==> config.mk <==
export PLATFORM = sky130hd
export DESIGN_NAME = ifetch_flat
export DESIGN_NICKNAME = d
export VERILOG_FILES = /design/src/rtl/ifetch_if.sv /design/src/rtl/ifetch.sv /design/src/flat_wrapper.sv
export SDC_FILE = /design/constraint.sdc
export NUM_CORES = 1
export LEC_CHECK = 0
export CAP_MARGIN = 20
export CORE_ASPECT_RATIO = 1.2
export CORE_UTILIZATION = 40
export CTS_BUF_LIST = sky130_fd_sc_hd__clkbuf_4 sky130_fd_sc_hd__clkbuf_8
export DETAILED_ROUTE_END_ITERATION = 10
export PLACE_DENSITY = 0.87
export SYNTH_ARGS = -nofsm -noshare
export SYNTH_HDL_FRONTEND = slang
export SYNTH_SLANG_ARGS = --single-unit
==> constraint.sdc <==
create_clock -name clock -period 7 [get_ports clock]
set_input_delay 1.05 -clock clock [delete_from_list [all_inputs] [get_ports clock]]
set_output_delay 1.05 -clock clock [all_outputs]
set_load 0.005 [all_outputs]
==> src/rtl/ifetch_if.sv <==
// Fetch-unit bus bundle: instruction memory port, redirect request and the
// decoded head-of-buffer output stream. The master modport is the fetch unit,
// and the slave modport is its surroundings (imem, branch unit, decoder).
interface ifetch_if #(
  parameter int ADDR_W = 12
);
  logic [ADDR_W-1:0] imem_addr;
  logic [31:0]       imem_q;
  logic              redirect_en;
  logic [ADDR_W-1:0] redirect_pc;
  logic              out_valid;
  logic              out_ready;
  logic [31:0]       instr;
  logic [ADDR_W-1:0] pc_out;
  logic [4:0]        opcode;
  logic [4:0]        rd;
  logic [4:0]        rs;
  logic [4:0]        rt;
  logic [4:0]        shamt;
  logic [4:0]        aluop;
  logic [31:0]       imm_sext;

  modport master (
    output imem_addr,
    input  imem_q,
    input  redirect_en,
    input  redirect_pc,
    output out_valid,
    input  out_ready,
    output instr,
    output pc_out,
    output opcode,
    output rd,
    output rs,
    output rt,
    output shamt,
    output aluop,
    output imm_sext
  );

  modport slave (
    input  imem_addr,
    output imem_q,
    output redirect_en,
    output redirect_pc,
    input  out_valid,
    output out_ready,
    input  instr,
    input  pc_out,
    input  opcode,
    input  rd,
    input  rs,
    input  rt,
    input  shamt,
    input  aluop,
    input  imm_sext
  );
endinterface

==> src/rtl/ifetch.sv <==
// Instruction fetch unit: it drives a synchronous imem from the PC, then captures
// each returning word into a small in-order buffer and presents the head word
// with its decoded fields.
// Build option IFETCH_SKID_BUF_EN: when defined, the buffer holds two entries
// and the unit fetches one word per cycle. When undefined, the buffer holds one
// entry and the unit fetches at most one word every two cycles.
module ifetch #(
  parameter int                ADDR_W   = 12,
  parameter logic [ADDR_W-1:0] RESET_PC = '0
) (
  input logic      clock,
  input logic      reset,
  ifetch_if.master bus
);

`ifdef IFETCH_SKID_BUF_EN
  localparam int DEPTH = 2;
`else
  localparam int DEPTH = 1;
`endif
  localparam logic [1:0] DEPTH_L = 2'(DEPTH);

  typedef enum logic {IDLE, RUN} state_t;

  state_t            state_reg;
  state_t            state_next;
  logic [ADDR_W-1:0] pc_reg;
  logic [ADDR_W-1:0] inflight_pc_reg;
  logic              inflight_reg;
  logic [1:0]        occ_reg;

  logic              head_valid;
  logic              pop;
  logic              issue;
  logic              push;
  logic [1:0]        occ_after;
  logic [1:0]        wr_idx;
  logic [31:0]       head_instr;

  assign head_valid = (occ_reg != 2'd0);
  assign pop        = head_valid & bus.out_ready;
  // This is the occupancy once the word in flight has landed and the pop has
  // happened. A new issue is allowed only if that word will also find a free slot.
  assign occ_after  = occ_reg + {1'b0, inflight_reg} - {1'b0, pop};
  // The arriving word goes directly behind whatever is left after this cycle's pop.
  assign wr_idx     = occ_reg - {1'b0, pop};

  // State register: IDLE marks an empty pipe after reset or redirect
  always_ff @(posedge clock or posedge reset) begin
    if (reset) state_reg <= IDLE;
    else       state_reg <= state_next;
  end

  // Next state: leave IDLE on the first issue; a redirect always returns to IDLE
  always_comb begin
    state_next = state_reg;
    if (bus.redirect_en)                  state_next = IDLE;
    else if (state_reg == IDLE && issue)  state_next = RUN;
  end

  // Outputs of the FSM: issue/push enables; nothing can be in flight in IDLE
  always_comb begin
    issue = 1'b0;
    push  = 1'b0;
    case (state_reg)
      IDLE: issue = !bus.redirect_en && (occ_after < DEPTH_L);
      RUN: begin
        issue = !bus.redirect_en && (occ_after < DEPTH_L);
        push  = inflight_reg && !bus.redirect_en;
      end
      default: ;
    endcase
  end

  // PC, in-flight tracking and occupancy; a redirect flushes everything
  always_ff @(posedge clock or posedge reset) begin
    if (reset) begin
      pc_reg          <= RESET_PC;
      inflight_reg    <= 1'b0;
      inflight_pc_reg <= '0;
      occ_reg         <= 2'd0;
    end else if (bus.redirect_en) begin
      pc_reg       <= bus.redirect_pc;
      inflight_reg <= 1'b0;
      occ_reg      <= 2'd0;
    end else begin
      inflight_reg <= issue;
      if (issue) begin
        inflight_pc_reg <= pc_reg;
        pc_reg          <= pc_reg + ADDR_W'(1);
      end
      occ_reg <= occ_reg + {1'b0, push} - {1'b0, pop};
    end
  end

  // Buffer slots: slot 0 is the head. A pop shifts entries toward the head,
  // and a push writes at wr_idx. The push wins over the shift in that slot.
  genvar gi;
  generate
    for (gi = 0; gi < DEPTH; gi++) begin : g_slot
      logic [31:0]       slot_instr_reg;
      logic [ADDR_W-1:0] slot_pc_reg;
      logic [31:0]       shift_instr;
      logic [ADDR_W-1:0] shift_pc;

      if (gi < DEPTH - 1) begin : g_next
        assign shift_instr = g_slot[gi+1].slot_instr_reg;
        assign shift_pc    = g_slot[gi+1].slot_pc_reg;
      end else begin : g_last
        assign shift_instr = slot_instr_reg;
        assign shift_pc    = slot_pc_reg;
      end

      // Per-slot storage update
      always_ff @(posedge clock or posedge reset) begin
        if (reset) begin
          slot_instr_reg <= '0;
          slot_pc_reg    <= '0;
        end else if (!bus.redirect_en) begin
          if (push && wr_idx == 2'(gi)) begin
            slot_instr_reg <= bus.imem_q;
            slot_pc_reg    <= inflight_pc_reg;
          end else if (pop) begin
            slot_instr_reg <= shift_instr;
            slot_pc_reg    <= shift_pc;
          end
        end
      end
    end
  endgenerate

  // The head fields read as zero whenever the buffer is empty.
  assign head_instr    = head_valid ? g_slot[0].slot_instr_reg : 32'd0;
  assign bus.imem_addr = pc_reg;
  assign bus.out_valid = head_valid;
  assign bus.instr     = head_instr;
  assign bus.pc_out    = head_valid ? g_slot[0].slot_pc_reg : '0;
  assign bus.opcode    = head_instr[31:27];
  assign bus.rd        = head_instr[26:22];
  assign bus.rs        = head_instr[21:17];
  assign bus.rt        = head_instr[16:12];
  assign bus.shamt     = head_instr[11:7];
  assign bus.aluop     = head_instr[6:2];
  assign bus.imm_sext  = {{15{head_instr[16]}}, head_instr[16:0]};

endmodule

==> src/flat_wrapper.sv <==
// flat-port wrapper written by rule: the top's interface ports become plain ports
module ifetch_flat 
#(
  parameter int                ADDR_W   = 12,
  parameter logic [ADDR_W-1:0] RESET_PC = '0
)
  (clock, reset, bus_imem_addr, bus_imem_q, bus_redirect_en, bus_redirect_pc, bus_out_valid, bus_out_ready, bus_instr, bus_pc_out, bus_opcode, bus_rd, bus_rs, bus_rt, bus_shamt, bus_aluop, bus_imm_sext);
  ifetch_if #(.ADDR_W(ADDR_W)) bus_i ();
  input logic clock;
  input logic reset;
  output wire logic [$bits(bus_i.imem_addr)-1:0] bus_imem_addr;
  input wire logic [$bits(bus_i.imem_q)-1:0] bus_imem_q;
  input wire logic [$bits(bus_i.redirect_en)-1:0] bus_redirect_en;
  input wire logic [$bits(bus_i.redirect_pc)-1:0] bus_redirect_pc;
  output wire logic [$bits(bus_i.out_valid)-1:0] bus_out_valid;
  input wire logic [$bits(bus_i.out_ready)-1:0] bus_out_ready;
  output wire logic [$bits(bus_i.instr)-1:0] bus_instr;
  output wire logic [$bits(bus_i.pc_out)-1:0] bus_pc_out;
  output wire logic [$bits(bus_i.opcode)-1:0] bus_opcode;
  output wire logic [$bits(bus_i.rd)-1:0] bus_rd;
  output wire logic [$bits(bus_i.rs)-1:0] bus_rs;
  output wire logic [$bits(bus_i.rt)-1:0] bus_rt;
  output wire logic [$bits(bus_i.shamt)-1:0] bus_shamt;
  output wire logic [$bits(bus_i.aluop)-1:0] bus_aluop;
  output wire logic [$bits(bus_i.imm_sext)-1:0] bus_imm_sext;
  assign bus_imem_addr = bus_i.imem_addr;
  assign bus_i.imem_q = bus_imem_q;
  assign bus_i.redirect_en = bus_redirect_en;
  assign bus_i.redirect_pc = bus_redirect_pc;
  assign bus_out_valid = bus_i.out_valid;
  assign bus_i.out_ready = bus_out_ready;
  assign bus_instr = bus_i.instr;
  assign bus_pc_out = bus_i.pc_out;
  assign bus_opcode = bus_i.opcode;
  assign bus_rd = bus_i.rd;
  assign bus_rs = bus_i.rs;
  assign bus_rt = bus_i.rt;
  assign bus_shamt = bus_i.shamt;
  assign bus_aluop = bus_i.aluop;
  assign bus_imm_sext = bus_i.imm_sext;
  ifetch #(.ADDR_W(ADDR_W), .RESET_PC(RESET_PC)) u_core (.clock(clock), .reset(reset), .bus(bus_i));
endmodule
* Word-level counts from Yosys, hierarchy flattened
Cells that the tools add are included.
Widths: inputs -> output; s select.
** Word-level totals
- Bits of input ports :: 48
- Register bits after elaboration :: 72
- Output and inout port bits :: 119
- Logic and storage cells :: 37
** Operators by class
- Reduce and logical (&&, ||, !) cells :: 11
- Magnitude comparators :: 1
- Bitwise logic cells :: 3
- Mux-type cells :: 9
- $add $sub $neg :: 6
** Operators with widths (count)
- $mux 12 :: 3
- $mux 32 :: 1
- $add 12x1->12 const B :: 1
- $reduce_bool 2->1 :: 3
- $sub 2x1->2 :: 3
- $add 2x1->2 :: 2
- $logic_and 1x1->1 :: 4
- $mux 1 :: 4
- $reduce_and 2->1 :: 2
- $logic_not 2->1 :: 1
- $lt 2x1->1 const B :: 1
- $mux 2 :: 1
- $not 1->1 :: 2
- $and 1x1->1 :: 1
- $logic_not 1->1 :: 1

* Depth between registers and ports, before layout
Gate-level depths: netlist (run 1).
- Depth in word-level cells :: 8
- Gate-level depth with buffers :: 10
- Gate-level depth less buffers :: 9

* Worst setup path before layout (run 1)
OpenSTA, ideal clock, no wires.
- Path kind :: input-to-reg
- Start point :: input bus_out_ready
- End point :: register u_core.pc_reg[11], in the netlist u_core.bus.imem_addr[11]
- Library setup time :: 82 ps
- Path buffers :: 0
- Stages on the path :: 8
- Arrival time :: 2591 ps
- Setup slack :: 4327 ps
- Data required time :: 6918 ps
- Cell sequence :: nand2_1 > xnor2_1 > ha_1 > nor2b_1 > and3_1 > mux2i_1 > or4_1 > a31oi_1
** Between the ends
- Cells in the longest elaborated chain, start to end :: 5
** Ends and longest elaborated chain
- start: declaration :: RTL line flat_wrapper.sv:16 : input wire logic [$bits(bus_i.out_ready)-1:0] bus_out_ready;
- $and 1x1->1 :: RTL line ifetch.sv:41 : assign pop = head_valid & bus.out_ready;
- $sub 2x1->2 :: RTL line ifetch.sv:44 : assign occ_after = occ_reg + {1'b0, inflight_reg} - {1'b0, pop};
- $lt 2x1->1 :: RTL line ifetch.sv:66, ifetch.sv:68
- $logic_and 1x1->1 :: RTL line ifetch.sv:66, ifetch.sv:68
- $reduce_bool 2->1 (no source line)
- end signal: assignment :: RTL line ifetch.sv:83 : pc_reg <= bus.redirect_pc;
- end signal: assignment :: RTL line ifetch.sv:90 : pc_reg <= pc_reg + ADDR_W'(1);
- end: declaration :: RTL line ifetch.sv:27 : logic [ADDR_W-1:0] pc_reg;
Every way passes these cells.
A chain may end at the register's enable or synchronous reset.

* Worst setup path in the final report (run 1)
- Start point :: register u_core.occ_reg[1]
- End point :: output bus_imm_sext[27]
** Between the ends
- Cells in the longest elaborated chain, start to end :: 2
** Ends and longest elaborated chain
- start: declaration :: RTL line ifetch.sv:30 : logic [1:0] occ_reg;
- start signal: assignment :: RTL line ifetch.sv:92 : occ_reg <= occ_reg + {1'b0, push} - {1'b0, pop};
- $reduce_bool 2->1 :: RTL line ifetch.sv:40 : assign head_valid = (occ_reg != 2'd0);
- $mux 32 :: RTL line ifetch.sv:133 : assign head_instr = head_valid ? g_slot[0].slot_instr_reg : 32'd0;
- end: declaration :: RTL line flat_wrapper.sv:25 : output wire logic [$bits(bus_i.imm_sext)-1:0] bus_imm_sext;
Every way passes these cells.

==> qor.txt, run 1 <==
Antenna diodes: 0
CP Class: flop to output port
Data arrival, critical path: 2.60 ns
pre-CTS setup slack: 3.419 ns
RSZ-0062 raised after global routing: no
Antenna Nets Post-Route: 0
max-slew violations: 0
CTS Buf Count: 9
minimum clock period: 3.649 ns
Cell Chain, Critical Path: or2_2, and2_1, clkdlybuf4s50_1
drt pass-1 iters: 4
vias: 2724
worst hold path class: flop to flop
Die Ht: 108.6 microns
vias in the first global route: 2712
CTS tree: yes
Starting Density: 41.46%
layout cells sized above 1: 18.79%
largest net degree at the start of global routing: 73
Synth Instances: 338
syn_area_per_cell: 11.20 sq um
CP max stage delay: 0.62 ns
Worst Tran Pin Value: 0.8807 ns
Yosys cell types: 34
insertion delay of the later-clocked pin in the worst-skew pair: 0.36 ns
Final Hold Vio Count: 0
Fmax: 0.2741 GHz
clk sinks: 72
Yosys reg bits: 72
fillers: 780
crit share post-route: 52.12%
Synthesized Nets: 389
H-tree depth: 3
Int Pwr: 979.7 uW
count leader, synth: dfrtp_1
global-route wire length before repair: 13480 microns
Crit path max-delay family: simple AND/OR/NAND/NOR gates
Seq pwr share: 49.0%
initial antenna violation count: 0
FP Rows: 38
Setup-failing EPs final: 0
initial drt markers: 69
final setup margin: 3.351 ns
Die ar.: 9857 sq um
final hold slack: 0.4999 ns
Routed wire per std cell: 14.77 microns
Ys Warns: 0
slowest cell on the critical path: or2_2
Post-synth EDFFs: 0
Synth area leader: dfrtp_1
PD cells: 254.2 nW/um^2
hpwl dp: 6152 microns
clock share of power: 25.6%
outcome: completed
core area: 9129 sq um
synth cell count leaders: 72 x dfrtp_1, 63 x buf_4, 57 x mux2_2
MaxCap Viol Count: 0
max reg flops: 32
DRC viols: 0
vias per inst: 4.804
worst path bufs/invs: 1
final instance area: 5308 sq um
Post-Syn Area: 3785 sq um
register area share after synthesis: 47.60%
Layout area overhead: 40.23%
WL final: 8375 microns
Port Buf Inserts: 166
Logic pwr share: 25.5%
VDD IR max: 0.1004 mV
switching share of power: 27.37%
Leak: 2.140 nW
Post-CTS Resized: 0
CP required: 5.95 ns
gpl congestion: 0.7880
nature of the critical path startpoint: flop
CTS Root Cell: clkbuf_8
synth top area cells: dfrtp_1 48%, mux2_2 17%, buf_4 12%
Reg clk slew, reported paths: 0.08 ns
die width: 90.80 microns
area share of the largest cell type after synthesis: 47.60%
top_reg_cell synth: dfrtp_1
Net Switching: 369.2 uW
total track usage: 17.80%
global route overflow: 0
skew final: 0.01379 ns
nets: 493
clk buf depth: 2
Rel. slew slack: 41.29%
critical path endpoint category: output port
postcts setup bufs: 0
Async S/R FF share, synth: 100.0%
hold_buf cts: 0
TNS Setup: 0 ns
critical path peak fanout: 46
placed cell areas: 5097 sq um
I/O pins: 167
per-stage QoR:
step                util [%]  total power [mW]  instances
floorplan                  -            0.8748        338
global placement       55.84            0.9897        551
detailed placement     55.84             1.020        551
CTS                    58.14             1.366        567
global route           58.14             1.440        567
finish                 58.14             1.349        567
worst paths after layout:
path                       slack (ns)  depth (start not counted)                                         start                                           end
max in group asynchronous        5.14                          3                                         reset  u_core.g_slot[0].shift_instr[30]$_DFFE_PP0P_
max                              3.35                          3                   u_core.occ_reg[1]$_DFF_PP0_                              bus_imm_sext[27]
max reg2reg                      3.92                          8                   u_core.occ_reg[1]$_DFF_PP0_        u_core.inflight_pc_reg[10]$_DFFE_PP0P_
min                              0.50                          1  u_core.g_slot[0].shift_instr[26]$_DFFE_PP0P_  u_core.g_slot[0].shift_instr[26]$_DFFE_PP0P_
min in group asynchronous        1.30                          3                                         reset   u_core.g_slot[0].shift_instr[1]$_DFFE_PP0P_
min reg2reg                      0.50                          1  u_core.g_slot[0].shift_instr[26]$_DFFE_PP0P_  u_core.g_slot[0].shift_instr[26]$_DFFE_PP0P_
logic make-up (layout without fill, tap and decap cells):
family	Yosys count	after routing	synth area share, %
AO/OA/AOI/OAI	23	23	3.504
multiplexers	61	61	18.02
AND/OR/NAND/NOR	93	93	14.45
flip-flops	72	72	47.60
XOR/XNOR	4	4	0.9258
adder cells (fa/ha/maj)	3	3	0.9918
buffers and inverters	82	191	14.51
layer usage:
metal	vias up	wire length (microns)	global-route usage [%]
met1	1301	3355	19.90
met4	0	190	7.823
met3	16	650	6.821
li1	1292	-	-
met5	-	0	0
met2	115	4179	30.30
power by group through the flow:
stage	Sequential, mW	Combinational [mW]	Clock, mW
floorplan	0.639	0.235	0
global placement	0.659	0.331	0
detailed placement	0.672	0.348	0
CTS	0.663	0.350	0.353
global route	0.688	0.379	0.373
finish	0.661	0.344	0.345
cells in the final DEF, fill, tap and decap left out, types with 2 or more instances in the layout:
cell type | synthesis | routed
a21oi_1 | 2 | 2
a31oi_1 | 9 | 9
and2_1 | 44 | 44
and3_1 | 3 | 3
buf_4 | 63 | 2
clkbuf_8 | 0 | 10
clkdlybuf4s50_1 | 0 | 166
dfrtp_1 | 72 | 72
ha_1 | 3 | 3
inv_1 | 7 | 6
inv_6 | 0 | 3
mux2_2 | 57 | 57
mux2i_1 | 4 | 4
nand2_1 | 7 | 7
nand3_1 | 3 | 3
nor2_1 | 15 | 15
nor2b_1 | 2 | 2
o21ai_0 | 10 | 10
or3_1 | 5 | 5
or3_2 | 3 | 3
xnor2_1 | 2 | 2
xor2_1 | 2 | 2
area by class of cell:
cell class,count,area [sq um],area share [%]
Inverter,7,26.28,0.4950
Sequential cell,72,1802,33.95
Multi-Input combinational cell,184,1443,27.18
Timing Repair Buffer,168,1677,31.59
Clock buffer,10,137.6,2.593
Tap cell,120,150.1,2.829
Clock inverter,6,72.57,1.367
No activity file was read; power rests on OpenSTA's default activity.
==> run 2: changes to the inputs <==
==> constraint.sdc (replaced) <==
create_clock -name clock -period 3.8 [get_ports clock]
set_input_delay 0.57 -clock clock [delete_from_list [all_inputs] [get_ports clock]]
set_output_delay 0.57 -clock clock [all_outputs]
set_load 0.005 [all_outputs]
==> run 2 against run 1 <==
Compared with the run above: clock power up 77%; register-to-register slack worse by 2.8 ns; clock skew is 0.0024 ns lower; critical path type unchanged.
==> qor.txt, run 2 (synthesis results as in run 1) <==
outcome: completed
Leak: 2.141 nW (about the same)
vias: 2717 (-0.26%)
nature of the critical path startpoint: flop
vias in the first global route: 2694 (-0.66%)
Post-CTS Resized: 0 (unchanged)
Int Pwr: 1.785 mW (+82%)
gpl congestion: 0.7853 (-0.34%)
TNS Setup: 0 ns (unchanged)
Fmax: 0.3338 GHz
Antenna diodes: 0 (unchanged)
layout cells sized above 1: 18.97% (+0.18 points)
Seq. cell area: 1802 sq um (unchanged)
CP required: 3.23 ns (-2.72 ns)
postcts setup bufs: 0 (unchanged)
Port Buf Inserts: 166 (unchanged)
Final Hold Vio Count: 0 (unchanged)
VDD IR max: 0.2201 mV (+120%)
switching share of power: 27.36% (about the same)
Antenna Nets Post-Route: 0 (unchanged)
Net Switching: 672.1 uW (+82%)
Crit path max-delay family: buffers and inverters
critical path endpoint category: output port
initial antenna violation count: 0 (unchanged)
fillers: 770 (-1.3%)
Worst setup startpoint: u_core.occ_reg[1]$_DFF_PP0_
CTS tree: yes
Setup-failing EPs final: 0 (unchanged)
CTS Buf Count: 9 (unchanged)
area taken by multi-input logic gates: 1443 sq um (unchanged)
worst hold path class: flop to flop
core area: 9129 sq um (unchanged)
max-slew violations: 0 (unchanged)
r2r startpoint: u_core.occ_reg[1]$_DFF_PP0_
largest net degree at the start of global routing: 73 (unchanged)
hold path start: u_core.g_slot[0].shift_instr[20]$_DFFE_PP0P_
global route overflow: 0 (unchanged)
crit share post-route: 78.84%
total track usage: 17.26% (-0.54 points)
Routed wire per std cell: 14.25 microns (-3.5%)
PD cells: 463.0 nW/um^2 (+82%)
critical path peak fanout: 45 (-2.2%)
Cell Chain, Critical Path: or2_2, buf_4, and2_1, clkdlybuf4s50_1
Worst Tran Pin Value: 0.8800 ns (-0.0006620 ns)
vias per inst: 4.783 (-0.43%)
insertion delay of the later-clocked pin in the worst-skew pair: 0.36 ns (about the same)
reg2reg end: u_core.inflight_pc_reg[8]$_DFFE_PP0P_
hold_buf cts: 0 (unchanged)
Layout area overhead: 40.20% (about the same)
hpwl dp: 5946 microns (-3.4%)
CP Class: flop to output port
reg2reg path depth: 8 (unchanged)
die width: 90.80 microns (unchanged)
CP endpoint: bus_imm_sext[31]
Starting Density: 41.46% (unchanged)
Reg clk slew, reported paths: 0.07 ns (about the same)
DRC viols: 0 (unchanged)
initial drt markers: 65 (-5.8%)
slowest cell on the critical path: clkdlybuf4s50_1
H-tree depth: 3 (unchanged)
clk sinks: 72 (unchanged)
nets: 494 (+0.20%)
most frequent cells in the layout: 166 x clkdlybuf4s50_1, 72 x dfrtp_1, 57 x mux2_2
MaxCap Viol Count: 0 (unchanged)
worst path bufs/invs: 2 (+1)
global-route wire length before repair: 13110 microns (-2.7%)
drt pass-1 iters: 4 (unchanged)
RSZ-0062 raised after global routing: no
skew final: 0.01138 ns (-0.002402 ns)
minimum clock period: 2.996 ns
max reg flops: 32 (unchanged)
r2r setup slk: 1.16 ns (-2.76 ns)
Die Ht: 108.6 microns (unchanged)
dpl cells: 552 (+0.18%)
CP max stage delay: 0.60 ns (-0.02 ns)
leading cell type in the layout, fill and taps excluded: clkdlybuf4s50_1
clock share of power: 24.8% (-0.8 points)
stages on the worst setup path: 4 (+1)
Seq pwr share: 49.6% (+0.6 points)
CTS Root Cell: clkbuf_8
Logic pwr share: 25.6% (about the same)
FP Rows: 38 (unchanged)
final core utilization: 58.13% (about the same)
clk buf depth: 2 (unchanged)
Data arrival, critical path: 2.43 ns (-0.17 ns)
fin cells: 568 (+0.18%)
Rel. slew slack: 41.33% (+0.044 points)
Die ar.: 9857 sq um (unchanged)
I/O pins: 167 (unchanged)
WL final: 8095 microns (-3.3%)
## run 2: cell types whose count changed in the layout (fill, tap and decap cells not counted), sizes merged
| cell | before | now |
|---|---|---|
| clkinv | 1 | 3 |
| buf | 2 | 3 |
| clkbuf | 10 | 9 |
| inv | 10 | 9 |
## run 2: how the worst min path moves through the flow
| stage | cells past startpoint | endpoint | slack (ns) |
|---|---|---|---|
| finish | 1 | u_core.g_slot[0].shift_instr[20]$_DFFE_PP0P_ | 0.50 |
| global route | 1 | u_core.g_slot[0].shift_instr[4]$_DFFE_PP0P_ | 0.52 |
| CTS | 1 | u_core.g_slot[0].shift_instr[14]$_DFFE_PP0P_ | 0.50 |
| detailed placement | 1 | u_core.g_slot[0].shift_instr[19]$_DFFE_PP0P_ | 0.49 |
| global placement | 1 | u_core.g_slot[0].shift_instr[18]$_DFFE_PP0P_ | 0.48 |
| floorplan | 1 | u_core.g_slot[0].shift_instr[0]$_DFFE_PP0P_ | 0.47 |
## run 2: metal layers
metal	vias to the layer above	track usage (%)	wire [microns]
met4	0	10.32	211
met3	17	4.149	568
met5	-	0	0
li1	1283	-	-
met2	122	30.68	4158
met1	1295	18.73	3158
## run 2: cell type report
| class | instances | share of cell area (%) |
|---|---|---|
| clock buffer | 9 | 2.334 |
| clock inverter | 7 | 1.462 |
| inverter | 7 | 0.4952 |
| multi-input combinational | 184 | 27.19 |
| sequential | 72 | 33.95 |
| tap | 120 | 2.830 |
| timing repair buffer | 169 | 31.74 |
## run 2: power groups by stage
stage               Sequential [mW]  Clock (mW)  Combinational, mW
CTS                            1.22       0.628              0.642
floorplan                      1.18           0              0.434
detailed placement             1.24           0              0.639
global route                   1.27       0.656              0.697
finish                         1.22       0.609              0.630
global placement               1.21           0              0.611
## run 2: stage by stage
step	power, mW	area (sq um)	hold WS [ns]	worst slack (ns)
2_1_floorplan	1.612	3785	0.4721	1.337
3_3_place_gp	1.826	5105	0.4799	0.8698
3_5_place_dp	1.876	5105	0.4869	0.7254
4_1_cts	2.490	5306	0.5040	0.7399
5_1_grt	2.618	5306	0.5200	0.5886
6_report	2.457	5306	0.4957	0.8040
==> run 3: changes to the inputs <==
==> constraint.sdc (replaced) <==
create_clock -name clock -period 2.86 [get_ports clock]
set_input_delay 0.429 -clock clock [delete_from_list [all_inputs] [get_ports clock]]
set_output_delay 0.429 -clock clock [all_outputs]
set_load 0.005 [all_outputs]
==> run 3 against run 2 <==
Compared with the run above: via count up 1.5%; clock skew decreased by 0.0023 ns; clock power increased by 33%; largest power group unchanged; final area increased by 0.97%; critical path depth increased by 1.
==> qor.txt, run 3 (synthesis results as in run 1) <==
initial antenna violation count: 0 (unchanged)
Die ar.: 9857 sq um (unchanged)
nets: 497 (+0.61%)
outcome: completed
hold_buf cts: 0 (unchanged)
total track usage: 17.50% (+0.24 points)
clock share of power: 24.7% (about the same)
critical path endpoint category: output port
drt pass-1 iters: 4 (unchanged)
Worst Tran Pin Value: 0.6879 ns (-0.1921 ns)
Starting Density: 41.46% (unchanged)
vias in the first global route: 2652 (-1.6%)
slowest cell on the critical path: clkdlybuf4s50_1
RSZ-0062 raised after global routing: no
Fmax: 0.3786 GHz
Rel. slew slack: 52.83% (+11 points)
pre-CTS setup slack: 0.02108 ns (-0.7043 ns)
final hold slack: 0.4592 ns (-0.03655 ns)
Die Ht: 108.6 microns (unchanged)
most frequent cells in the layout: 166 x clkdlybuf4s50_1, 72 x dfrtp_1, 57 x mux2_2
Int Pwr: 2.386 mW (+34%)
Tot Pwr: 3.278 mW (+33%)
hpwl dp: 6133 microns (+3.2%)
global route overflow: 0 (unchanged)
global-route wire length before repair: 13410 microns (+2.3%)
Cell Chain, Critical Path: or2_2, buf_4, buf_6, and2_1, clkdlybuf4s50_1
worst hold path class: input port to async pin
dpl cells: 555 (+0.54%)
area taken by multi-input logic gates: 1443 sq um (unchanged)
H-tree depth: 3 (unchanged)
insertion delay of the later-clocked pin in the worst-skew pair: 0.34 ns (-0.02 ns)
fillers: 735 (-4.5%)
leading cell type in the layout, fill and taps excluded: clkdlybuf4s50_1
layout cells sized above 1: 19.51% (+0.54 points)
CTS Buf Count: 9 (unchanged)
final instance area: 5358 sq um (+0.97%)
Antenna diodes: 0 (unchanged)
WL final: 8275 microns (+2.2%)
VDD IR max: 0.2814 mV (+28%)
I/O pins: 167 (unchanged)
vias per inst: 4.828 (+0.94%)
Post-CTS Resized: 0 (unchanged)
CP max stage delay: 0.50 ns (-0.10 ns)
initial drt markers: 72 (+11%)
PD cells: 611.9 nW/um^2 (+32%)
Setup-failing EPs final: 0 (unchanged)
CTS tree: yes
Port Buf Inserts: 166 (unchanged)
FP Rows: 38 (unchanged)
final setup margin: 0.2187 ns (-0.5853 ns)
CP required: 2.43 ns (-0.80 ns)
Net Switching: 892.1 uW (+33%)
CP Class: flop to output port
vias: 2757 (+1.5%)
Final Hold Vio Count: 0 (unchanged)
worst path bufs/invs: 3 (+1)
TNS Setup: 0 ns (unchanged)
Data arrival, critical path: 2.21 ns (-0.22 ns)
clk buf depth: 2 (unchanged)
Seq pwr share: 49.2% (-0.4 points)
postcts setup bufs: 0 (unchanged)
fin cells: 571 (+0.53%)
Reg clk slew, reported paths: 0.08 ns (about the same)
core area: 9129 sq um (unchanged)
CTS Root Cell: clkbuf_8
max-slew violations: 0 (unchanged)
Seq. cell area: 1802 sq um (unchanged)
largest net degree at the start of global routing: 47 (-36%)
placed cell areas: 5152 sq um (+0.93%)
critical path peak fanout: 35 (-22%)
clk sinks: 72 (unchanged)
Leak: 2.165 nW (+1.1%)
skew final: 0.009037 ns (-0.002347 ns)
final core utilization: 58.69% (+0.56 points)
Layout area overhead: 41.55%
MaxCap Viol Count: 0 (unchanged)
Crit path max-delay family: buffers and inverters
switching share of power: 27.21% (-0.14 points)
nature of the critical path startpoint: flop
minimum clock period: 2.641 ns
gpl congestion: 0.8579 (+9.2%)
Routed wire per std cell: 14.49 microns (+1.7%)
Logic pwr share: 26.1% (+0.5 points)
Antenna Nets Post-Route: 0 (unchanged)
crit share post-route: 92.35%
die width: 90.80 microns (unchanged)
DRC viols: 0 (unchanged)
max reg flops: 32 (unchanged)
run 3: routing by layer:
metal / track usage [%] / wire, microns / share of wire [%] / vias up
met1: 19.94 / 3298 / 40 / 1334
li1: - / - / - / 1296
met4: 6.009 / 110 / 1.3 / 0
met2: 30.52 / 4233 / 51 / 119
met3: 6.259 / 632 / 7.6 / 8
met5: 0 / 0 / 0 / -
run 3: path summary, 6_finish.rpt:
path	from	endpoint	slack, ns	depth (start not counted)
max	u_core.occ_reg[1]$_DFF_PP0_	bus_rt[1]	0.22	5
min reg2reg	u_core.g_slot[0].shift_instr[16]$_DFFE_PP0P_	u_core.g_slot[0].shift_instr[16]$_DFFE_PP0P_	0.50	1
min	reset	u_core.g_slot[0].shift_instr[2]$_DFFE_PP0P_	0.46	2
min in group clock	u_core.g_slot[0].shift_instr[16]$_DFFE_PP0P_	u_core.g_slot[0].shift_instr[16]$_DFFE_PP0P_	0.50	1
max reg2reg	u_core.occ_reg[1]$_DFF_PP0_	u_core.bus.imem_addr[11]$_DFFE_PP0P_	0.28	9
max in group asynchronous	reset	u_core.g_slot[0].shift_pc[6]$_DFFE_PP0P_	1.75	3
run 3: power groups by stage:
stage / clock, mW / sequential, mW / combinational (mW)
after global routing: 0.879 / 1.67 / 0.941
after global placement: 0 / 1.61 / 0.825
final: 0.810 / 1.61 / 0.855
after floorplan: 0 / 1.57 / 0.576
after detailed placement: 0 / 1.63 / 0.865
after CTS: 0.829 / 1.62 / 0.870
run 3: layout make-up:
class	instances	share of cell area, %
Tap cell	120	2.802
Clock buffer	9	2.312
Sequential cell	72	33.63
Inverter	7	0.4904
Clock inverter	7	1.448
Multi-Input combinational cell	184	26.93
Timing Repair Buffer	172	32.39
